[src/rtl/cache_pkg.sv]
// rtl/cache_pkg.sv - shared encodings and request type for the cache request path
package cache_pkg;

    localparam int OFFSET_W   = 6;
    localparam int REQ_ADDR_W = 64;
    localparam int REQ_DATA_W = 64;

    typedef enum logic [1:0] {
        SZ_8  = 2'd0,
        SZ_16 = 2'd1,
        SZ_32 = 2'd2,
        SZ_64 = 2'd3
    } size_e;

    typedef enum logic [1:0] {
        SET_IDLE = 2'b00,
        SET_RD   = 2'b01,
        SET_WR   = 2'b10
    } set_en_e;

    typedef struct packed {
        logic                  write;
        logic [REQ_ADDR_W-1:0] addr;
        logic [REQ_DATA_W-1:0] wdata;
        size_e                 size;
    } req_t;

    localparam int REQ_W = $bits(req_t);

    // Index of the last byte of an access; doubles as the alignment mask.
    function automatic logic [2:0] last_byte(input size_e size);
        case (size)
            SZ_8:    last_byte = 3'd0;
            SZ_16:   last_byte = 3'd1;
            SZ_32:   last_byte = 3'd3;
            default: last_byte = 3'd7;
        endcase
    endfunction

endpackage

[src/rtl/req_fifo.sv]
// rtl/req_fifo.sv - synchronous request FIFO with registered storage and no bypass
module req_fifo #(
    parameter int DEPTH = 4,
    parameter int WIDTH = 8,
    localparam int PTR_W = $clog2(DEPTH)
) (
    input  logic             clk,
    input  logic             rst_n,
    input  logic             push,
    input  logic [WIDTH-1:0] push_data,
    input  logic             pop,
    output logic [WIDTH-1:0] pop_data,
    output logic [PTR_W:0]   count,
    output logic             full,
    output logic             empty
);

    localparam logic [PTR_W:0] DEPTH_CNT = (PTR_W+1)'(DEPTH);

    logic [WIDTH-1:0] mem [DEPTH];
    logic [PTR_W-1:0] wr_ptr;
    logic [PTR_W-1:0] rd_ptr;
    logic             do_push;
    logic             do_pop;

    assign full     = (count == DEPTH_CNT);
    assign empty    = (count == '0);
    assign do_push  = push && !full;
    assign do_pop   = pop && !empty;
    assign pop_data = mem[rd_ptr];

    always_ff @(posedge clk) begin
        if (do_push) begin
            mem[wr_ptr] <= push_data;
        end
    end

    // Pointers wrap naturally because DEPTH is a power of two.
    always_ff @(posedge clk or negedge rst_n) begin
        if (!rst_n) begin
            wr_ptr <= '0;
            rd_ptr <= '0;
            count  <= '0;
        end else begin
            if (do_push) begin
                wr_ptr <= wr_ptr + 1'b1;
            end
            if (do_pop) begin
                rd_ptr <= rd_ptr + 1'b1;
            end
            case ({do_push, do_pop})
                2'b10:   count <= count + 1'b1;
                2'b01:   count <= count - 1'b1;
                default: count <= count;
            endcase
        end
    end

endmodule

[src/rtl/cache_req_splitter.sv]
// rtl/cache_req_splitter.sv - splits CPU requests into naturally aligned set beats; CACHE_REQ_STATS_EN adds counters
module cache_req_splitter #(
    parameter int ADDR_W     = 64,
    parameter int DATA_W     = 64,
    parameter int OFFSET_W   = 6,
    parameter int FIFO_DEPTH = 4
) (
    input  logic                 clk,
    input  logic                 rst_n,
    input  logic                 req_valid,
    output logic                 req_ready,
    input  logic                 req_write,
    input  logic [ADDR_W-1:0]    req_addr,
    input  logic [DATA_W-1:0]    req_wdata,
    input  logic [1:0]           req_size,
`ifdef CACHE_REQ_STATS_EN
    input  logic                 stat_clr,
    output logic [31:0]          stat_reqs,
    output logic [31:0]          stat_splits,
`endif
    output logic [1:0]           set_en,
    input  logic                 set_ready,
    output logic [ADDR_W-OFFSET_W-1:0] block_n,
    output logic [OFFSET_W-1:0]  block_offset,
    output logic [DATA_W-1:0]    write_data,
    output logic [1:0]           data_size
);

    import cache_pkg::*;

    localparam int PTR_W = $clog2(FIFO_DEPTH);
    localparam logic [PTR_W:0] DEPTH_CNT = (PTR_W+1)'(FIFO_DEPTH);

    typedef enum logic [1:0] {
        IDLE  = 2'd0,
        ISSUE = 2'd1,
        BYTES = 2'd2
    } state_e;

    state_e            state;
    state_e            state_nxt;
    logic [2:0]        k;
    logic [2:0]        k_nxt;
    req_t              cur;
    req_t              head;
    req_t              in_req;
    logic [PTR_W:0]    count;
    logic              full;
    logic              empty;
    logic              push;
    logic              fifo_pop;
    logic              beat_done;
    logic              last_beat;
    logic              head_aligned;
    logic [ADDR_W-1:0] beat_addr;
    logic [63:0]       shifted;

    assign req_ready = (count < DEPTH_CNT);
    assign push      = req_valid && !full;

    always_comb begin
        in_req.write = req_write;
        in_req.addr  = REQ_ADDR_W'(req_addr);
        in_req.wdata = REQ_DATA_W'(req_wdata);
        in_req.size  = size_e'(req_size);
    end

    req_fifo #(
        .DEPTH (FIFO_DEPTH),
        .WIDTH (REQ_W)
    ) u_fifo (
        .clk       (clk),
        .rst_n     (rst_n),
        .push      (push),
        .push_data (in_req),
        .pop       (fifo_pop),
        .pop_data  (head),
        .count     (count),
        .full      (full),
        .empty     (empty)
    );

    assign head_aligned = ((head.addr[2:0] & last_byte(head.size)) == 3'd0);
    assign beat_done    = (state != IDLE) && set_ready;
    assign last_beat    = (state == ISSUE) || (k == last_byte(cur.size));
    // Loading the next head in the same cycle the last beat retires keeps aligned traffic bubble-free.
    assign fifo_pop     = !empty && ((state == IDLE) || (beat_done && last_beat));

    assign beat_addr = (state == BYTES) ? (cur.addr[ADDR_W-1:0] + ADDR_W'(k))
                                        : cur.addr[ADDR_W-1:0];
    assign shifted   = cur.wdata >> {k, 3'b000};

    always_comb begin
        state_nxt    = state;
        k_nxt        = k;
        set_en       = SET_IDLE;
        block_n      = '0;
        block_offset = '0;
        write_data   = '0;
        data_size    = SZ_8;

        if (fifo_pop) begin
            state_nxt = head_aligned ? ISSUE : BYTES;
            k_nxt     = 3'd0;
        end else if (beat_done && last_beat) begin
            state_nxt = IDLE;
            k_nxt     = 3'd0;
        end else if (beat_done) begin
            k_nxt = k + 3'd1;
        end

        case (state)
            ISSUE: begin
                set_en       = cur.write ? SET_WR : SET_RD;
                block_n      = beat_addr[ADDR_W-1:OFFSET_W];
                block_offset = beat_addr[OFFSET_W-1:0];
                write_data   = cur.write ? cur.wdata[DATA_W-1:0] : '0;
                data_size    = cur.size;
            end
            BYTES: begin
                set_en       = cur.write ? SET_WR : SET_RD;
                block_n      = beat_addr[ADDR_W-1:OFFSET_W];
                block_offset = beat_addr[OFFSET_W-1:0];
                write_data   = cur.write ? {{(DATA_W-8){1'b0}}, shifted[7:0]} : '0;
                data_size    = SZ_8;
            end
            default: ;
        endcase
    end

    always_ff @(posedge clk or negedge rst_n) begin
        if (!rst_n) begin
            state <= IDLE;
            k     <= 3'd0;
            cur   <= '0;
        end else begin
            state <= state_nxt;
            k     <= k_nxt;
            if (fifo_pop) begin
                cur <= head;
            end
        end
    end

`ifdef CACHE_REQ_STATS_EN
    always_ff @(posedge clk or negedge rst_n) begin
        if (!rst_n) begin
            stat_reqs   <= '0;
            stat_splits <= '0;
        end else if (stat_clr) begin
            stat_reqs   <= '0;
            stat_splits <= '0;
        end else begin
            if (push && (stat_reqs != '1)) begin
                stat_reqs <= stat_reqs + 32'd1;
            end
            if (fifo_pop && !head_aligned && (stat_splits != '1)) begin
                stat_splits <= stat_splits + 32'd1;
            end
        end
    end
`endif

endmodule
[config.mk]
export PLATFORM = sky130hd
export DESIGN_NAME = cache_req_splitter
export DESIGN_NICKNAME = d
export VERILOG_FILES = /design/src/rtl/cache_pkg.sv /design/src/rtl/req_fifo.sv /design/src/rtl/cache_req_splitter.sv
export SDC_FILE = /design/constraint.sdc
export NUM_CORES = 1
export LEC_CHECK = 0
export BUFFER_PORTS_ARGS = -buffer_cell sky130_fd_sc_hd__buf_4
export CAP_MARGIN = 20
export CORE_MARGIN = 8
export CORE_UTILIZATION = 45
export CTS_BUF_LIST = sky130_fd_sc_hd__clkbuf_16
export DETAILED_ROUTE_END_ITERATION = 8
export HOLD_SLACK_MARGIN = 0.02
export PLACE_DENSITY_LB_ADDON = 0.1
export SETUP_SLACK_MARGIN = 0.2
export SLEW_MARGIN = 20
export SYNTH_ARGS = -nofsm -noshare
export SYNTH_HDL_FRONTEND = slang
export SYNTH_SLANG_ARGS = --single-unit
[constraint.sdc]
create_clock -name clk -period 8.35 [get_ports clk]
set_input_delay 0.4175 -clock clk [delete_from_list [all_inputs] [get_ports clk]]
set_output_delay 0.4175 -clock clk [all_outputs]
set_load 0.005 [all_outputs]
==> results.md, run 1 <==
* Mux cell area share after synthesis at 18.0%
* Met2 usage at 31.0%
* Count of state elements after synthesis at 667
* Die H at 262 um
* Crit share post-route at 56.2%
* Clock buffer depth at 3
* Area Overhead vs Synth at 23.9%
* Endpoints failing hold at 0
* # rows at 90
* Critical path type: register to output pin
* Vias per inst at 5.45
* Clock-pin slew on the worst setup and hold paths at 60 ps
* Synth Warn # at 0
* Simple logic cell fraction of the synthesized area at 5.69%
* Initial antenna violation count at 6
* Fmax at 213 MHz
* VDD IR max at 0.311 mV
* Pwr Density at 371 mW/mm^2
* Final setup violation count at 0
* Post-CTS Setup Bufs at 0
* Drt pass-1 iters at 5
* Global-route usage over all layers at 19.2%
* Setup TNS Final at 0 ps
* Switch Pwr at 0.00396 W
* Largest family of logic cells by synthesized area: multiplexers
* Synth Area in XOR/XNOR at 1.22%
* Hold WC Path Type: input pin to register
* # clock sinks at 667
* DRT Wirelength at 65,600 um
* Adder-cell share of the synthesized area at 0.699%
* Detail Route Antenna Nets at 0
* Max cap viols at 0
* Detail Placement HPWL at 42,100 um
* WP data required at 7930 ps
* Mapped Nets at 1,603
* Synth Area in Compound Gates at 1.97%
* TritonCTS Buffers at 72
* DR WL/cell at 24.1 um
* TritonCTS clock tree: built
* # nets final at 2,026
* Clk_skew at 15.7 ps
* Hold WS at 56.2 ps
* Comb pwr share at 33.6%
* Syn_area_per_cell at 18.7 um^2
* Clk_lat worst skew at 590 ps
* Worst Setup End Kind: output pin
* Clock Power Share at 24.6%
* Worst-Margin Slew at 1080 ps
* Post-synth top flop: edfxtp_1
* Share of cells above drive strength 1 at 36.2%
* GP Congestion at 0.854
* Minimum clock period at 4690 ps
* Die ar. at 0.0686 mm^2
* Post-synth EDFFs at 524
* Core area at 0.0600 mm^2
* Distinct cells, synth at 49
* 1st-iter DRT viols at 1,049
* Detailed-route DRC error count at 0
* Number of port buffers at 267
* Max-slew violation count at 0
* Grt total ovfl at 0
* Root Buffer: clkbuf_16
* Largest net degree at the start of global routing at 73
* Post-CTS resize count at 0
* Unrepaired setup endpoints after global routing: false
* Routed vias at 14,800
* Sequential power share at 41.8%
* # H-tree levels at 3
* Power Internal at 0.00854 W
* Switching share of power at 31.7%
* Post-Synthesis Cells at 1,454
* Global route hottest layer: met2
* Status: finished clean
* Startpoint types: register
* M1 GR Usage at 26.2%
* Die width at 262 um
* Slew headroom at 28.3%
* Initial Util at 45.3%
* Vias in the first global route at 15,500
* Arrival time of the worst setup path at 4270 ps
* Cell Area, Synth at 0.0272 mm^2
* First-pass GRT wire length at 98,100 um
* Async set or reset register ratio after synthesis at 21.4%
* Static leakage at 12.1 nW
* Hold Buf Count CTS at 131
* Met3 GRT Util at 3.31%
* Num ports at 268
* Sequential share of the synthesized area at 71.0%
* Crit path max fanout at 22
-- synthesized netlist by cell type (3+ instances only) --
master | count | area [um^2]
o21ai_0 | 29 | 145
or3_1 | 22 | 138
a21oi_1 | 32 | 160
and4_1 | 9 | 78.8
dfrtp_1 | 143 | 3580
inv_1 | 16 | 60.1
nor2_1 | 53 | 199
buf_2 | 22 | 110
mux4_2 | 147 | 3310
clkbuf_1 | 35 | 131
a22oi_1 | 8 | 60.1
edfxtp_1 | 524 | 15700
buf_4 | 8 | 60.1
or4_1 | 5 | 37.5
nand4_1 | 25 | 156
xnor2_1 | 11 | 96.3
nand3_1 | 25 | 125
nand2_1 | 30 | 113
ha_1 | 12 | 150
nor4b_1 | 3 | 26.3
xor2_1 | 27 | 236
o31ai_1 | 5 | 37.5
nor3_1 | 6 | 30.0
and2_1 | 65 | 407
mux2i_1 | 3 | 30.0
nand4_2 | 4 | 50.1
and3_1 | 13 | 81.3
buf_1 | 6 | 22.5
mux2_2 | 138 | 1550
a211oi_1 | 3 | 22.5
-- sequential cells by signal, indices dropped and copies added (netlist names) --
name           count
u_fifo.count       3
u_fifo.rd_ptr      2
cur              131
state              2
u_fifo.wr_ptr      2
k                  3
u_fifo.mem       524
-- kinds of logic after synthesis --
logic type      Yosys count
flops                   667
buf+inv                  88
mux                     288
compound gates           90
fa+ha+maj                14
simple gates            269
xor+xnor                 38
-- path summary, 6_finish.rpt --
| path | startpoint | end | slack [ps] | depth (start not counted) |
|---|---|---|---|---|
| setup / recovery | k[0] | block_n[56] | 3660 | 9 |
| hold / removal | req_wdata[39] | u_fifo.mem[0][41] | 60 | 1 |
| setup reg to reg | k[2] | cur[75] | 4400 | 6 |
| hold reg to reg | cur[129] | cur[129] | 510 | 1 |
| max in group asynchronous | rst_n | u_fifo.rd_ptr[0] | 6840 | 3 |
| min in group asynchronous | rst_n | cur[48] | 280 | 2 |
-- cell usage in the layout (no fill, tap or decap), types with 29 or more instances in the layout --
master,netlist,layout
edfxtp_1,524,524
nand2_1,30,30
o21ai_0,29,29
buf_4,8,288
and2_1,65,61
dfrtp_1,143,141
mux2_2,138,138
dlygate4sd3_1,0,131
nor2_1,53,53
clkbuf_16,0,77
a21oi_1,32,32
mux4_2,147,147
-- critical path: stages (launching register included) --
cell	delay (ps)
dfrtp_1	1030
ha_1	330
fa_1	220
a21oi_1	130
nor4_4	250
buf_4	290
nand4_1	550
or3_1	560
a21oi_1	170
buf_4	130
-- power by group through the flow --
stage	clock [W]	sequential (W)	combinational (W)
2_1_floorplan	0	0.00497	0.00295
3_3_place_gp	0	0.00526	0.00420
3_5_place_dp	0	0.00529	0.00424
4_1_cts	0.00316	0.00523	0.00431
5_1_grt	0.00329	0.00533	0.00456
6_report	0.00308	0.00522	0.00420
-- metal layers --
layer  share of wire [%]  vias up
met2                  49      314
met1                  44     7783
met4                 3.0        0
met3                 4.4      103
li1                    -     6649
met5                   0        -
-- layout make-up --
class	count	area [um^2]
sequential	667	19300
tap	782	978
timing repair buffer	420	3480
multi-input combinational	699	7530
fill	4722	26300
clock inverter	56	394
clock buffer	77	1930
antenna	6	15.0
inverter	17	63.8
-- stage by stage --
step / utilization, % / area (um^2) / std cells / worst slack (ps) / total power [W]
floorplan: - / 27200 / 1454 / 4090 / 0.00792
global placement: 50.1 / 30100 / 2454 / 4320 / 0.00945
detailed placement: 50.1 / 30100 / 2454 / 4240 / 0.00953
CTS: 56.1 / 33700 / 2718 / 3600 / 0.0127
global route: 56.1 / 33700 / 2720 / 3290 / 0.0132
finish: 56.2 / 33700 / 2724 / 3660 / 0.0125
Note: power is estimated with default switching activity, not from simulation.
==> run 2: changes to the inputs <==
--- a/config.mk
+++ b/config.mk
@@ -5,6 +5,7 @@
 export SDC_FILE = /design/constraint.sdc
 export NUM_CORES = 1
 export LEC_CHECK = 0
+export ABC_AREA = 1
 export BUFFER_PORTS_ARGS = -buffer_cell sky130_fd_sc_hd__buf_4
 export CAP_MARGIN = 20
 export CORE_MARGIN = 8
==> constraint.sdc (replaced) <==
create_clock -name clk -period 4.65 [get_ports clk]
set_input_delay 0.2325 -clock clk [delete_from_list [all_inputs] [get_ports clk]]
set_output_delay 0.2325 -clock clk [all_outputs]
set_load 0.005 [all_outputs]
==> results.md, run 2 <==
* Largest net degree at the start of global routing at 183 (+150%)
* Post-Synthesis Cells at 2,678 (+84%)
* Top cells by count, synth: edfxtp_1 (524), nand2_1 (516), nor2_1 (463)
* Crit share post-route at 89.9%
* Clk_skew at 27.7 ps (+12.0 ps)
* GP Congestion at 0.909 (+6.4%)
* 1st-iter DRT viols at 1,817 (+73%)
* Static leakage at 13.3 nW (+9.3%)
* Initial Util at 45.2% (-0.13 points)
* Clk_lat worst skew at 600 ps (about the same)
* Worst-Margin Slew at 1130 ps (+58.2 ps)
* Status: finished clean
* Top-count cell post-synth: edfxtp_1
* First-pass GRT wire length at 128,000 um (+30%)
* Clock buffer depth at 3 (unchanged)
* Met3 GRT Util at 5.08% (+1.8 points)
* Hold WS at 89.0 ps (+32.8 ps)
* Cell Area, Synth at 0.0283 mm^2 (+4.0%)
* Global-route usage over all layers at 23.5% (+4.3 points)
* M1 GR Usage at 31.1% (+4.9 points)
* Pwr Density at 676 mW/mm^2 (+82%)
* Sequential share of the synthesized area at 68.2% (-2.8 points)
* Final setup violation count at 0 (unchanged)
* Area Overhead vs Synth at 22.6%
* Hold WC Path Type: input pin to register
* VDD IR max at 0.875 mV (+180%)
* Initial antenna violation count at 5 (-1)
* Filler Cells Inserted at 5,543 (+17%)
* Max cap viols at 0 (unchanged)
* Post-CTS Setup Bufs at 0 (unchanged)
* # H-tree levels at 3 (unchanged)
* Drt pass-1 iters at 7 (+2)
* Most flop-heavy register: u_fifo.mem
* TritonCTS Buffers at 72 (unchanged)
* DR WL/cell at 21.6 um (-10%)
* Detail Placement HPWL at 55,400 um (+32%)
* Top Registers: u_fifo.mem x524, cur x131
* Post-synth top flop: edfxtp_1
* # clock sinks at 667 (unchanged)
* Commonest cells after routing, fill and taps aside: edfxtp_1 (524), nand2_1 (515), nor2_1 (459)
* Startpoint types: register
* Routed vias at 21,100 (+42%)
* Max-slew violation count at 0 (unchanged)
* Largest register FFs at 524 (unchanged)
* Post-layout util at 55.4% (-0.77 points)
* DRT Wirelength at 84,900 um (+29%)
* Distinct cells, synth at 33 (-33%)
* Met2 usage at 38.7% (+7.7 points)
* Arrival time of the worst setup path at 3950 ps (-320 ps)
* Post-synth EDFFs at 524 (unchanged)
* Num ports at 268 (unchanged)
* Synth Warn # at 0 (unchanged)
* Unrepaired setup endpoints after global routing: false
* Slew headroom at 24.4% (-3.9 points)
* Grt total ovfl at 0 (unchanged)
* Top-area cell type share of the netlist area at 55.6% (-2.2 points)
* Share of cells above drive strength 1 at 13.2% (-23 points)
* Commonest non-fill, non-tap cell in the layout: edfxtp_1
* Critical path type: register to output pin
* Die ar. at 0.0712 mm^2 (+3.8%)
* Syn_area_per_cell at 10.6 um^2 (-44%)
* Global route hottest layer: met2
* Die H at 267 um (+1.9%)
* Core area at 0.0626 mm^2 (+4.3%)
* Async set or reset register ratio after synthesis at 21.4% (unchanged)
* Minimum clock period at 4180 ps
* Clock-pin slew on the worst setup and hold paths at 60 ps (about the same)
* Setup TNS Final at 0 ps (unchanged)
* Count of state elements after synthesis at 667 (unchanged)
* # nets final at 3,181 (+57%)
* Crit path max fanout at 21 (-4.5%)
* Worst Setup End Kind: output pin
* Mapped Nets at 2,827 (+76%)
* Vias in the first global route at 21,300 (+37%)
* Endpoints failing hold at 0 (unchanged)
* Root Buffer: clkbuf_16
* Detailed-route DRC error count at 0 (unchanged)
* Synth area leaders: edfxtp_1 (56%), dfrtp_1 (13%), nand2_1 (6.8%), nor2_1 (6.1%), o21ai_0 (6.0%)
* Largest area contributor in the netlist: edfxtp_1
* Vias per inst at 5.37 (-1.4%)
* Number of port buffers at 267 (unchanged)
* TritonCTS clock tree: built
* # rows at 92 (+2.2%)
* Detail Route Antenna Nets at 0 (unchanged)
* WP data required at 4420 ps (-3510 ps)
* Die width at 267 um (+1.9%)
* Fmax at 239 MHz
## run 2: cell count changes in the layout (fill, tap and decap cells not counted), moves of 22 or more
cell and delta:
o22ai_1 +127, nand2_1 +485, nor3_1 +26, inv_1 +126, o21ai_0 +308, nor2_1 +406
mux2_2 -138, a21oi_1 +29, o21ai_1 +50, mux4_2 -147, or3_1 -22, and2_1 -59
nand3_1 +36
## run 2: area by class of cell
class                      instances  area (um^2)  share of cell area [%]
clock buffer                      75         1880                    5.41
timing repair buffer             430         3640                    10.5
antenna                            3         7.51                  0.0216
multi-input combinational       1728         7920                    22.8
tap                              846         1060                    3.05
sequential                       667        19300                    55.7
clock inverter                    54          358                    1.03
inverter                         133          510                    1.47
## run 2: timing repair
action                    in CTS  in global routing
hold buffers                 132                  0
resized for setup              0                  0
hold endpoints to repair     590                  0
## run 2: critical path, stage by stage, from the launching register on
cell and delay, ps:
dfrtp_1 760, ha_1 310, fa_1 230, nand2_1 90, a21oi_1 360, nand3_1 220
nor3_1 810, nand3_1 140, nand2_1 100, inv_1 40, nor2_1 140, buf_4 130
## run 2: final timing paths
kind	startpoint	end	slack [ps]	depth (start not counted)
worst max-delay path	k[0]	block_n[48]	470	11
worst min-delay path	set_ready	k[0]	90	5
worst max register to register	u_fifo.count[2]	u_fifo.mem[0][33]	1630	4
worst min register to register	cur[47]	cur[47]	520	2
max in group asynchronous	rst_n	u_fifo.rd_ptr[0]	3380	3
min in group asynchronous	rst_n	cur[99]	230	2
## run 2: stage by stage
step	cell area [um^2]	cells	power [W]	worst slack (ps)
2_1_floorplan	28300	2678	0.0144	145
3_3_place_gp	31100	3670	0.0180	1360
3_5_place_dp	31100	3671	0.0182	1210
4_1_cts	34700	3932	0.0237	559
5_1_grt	34700	3935	0.0250	263
6_report	34700	3936	0.0234	472
## run 2: kinds of logic (layout without fill, tap and decap cells)
kind of cell | count (synthesis) | in the layout | synth area share (%)
AND/OR/NAND/NOR | 1103 | 1103 | 15.4
buffers and inverters | 283 | 692 | 3.91
AO/OA/AOI/OAI | 592 | 592 | 11.2
other | 0 | 3 | 0
XOR/XNOR | 19 | 19 | 0.588
flip-flops | 667 | 667 | 68.2
adder cells (fa/ha/maj) | 14 | 14 | 0.672
## run 2: report_power, final
group          leakage [nW]  switching, W  internal [W]
logic                  5.52       0.00618       0.00270
registers              6.56       0.00104       0.00815
clock network          1.18       0.00224       0.00314
total                  13.3       0.00946        0.0140
## run 2: layer usage
layer / routed length, um / part of all wire, % / vias to the layer above
met5: 27 / 0.032 / -
met4: 2080 / 2.4 / 4
met3: 5450 / 6.4 / 123
met2: 41000 / 48 / 672
met1: 36300 / 43 / 10400
li1: - / - / 9977
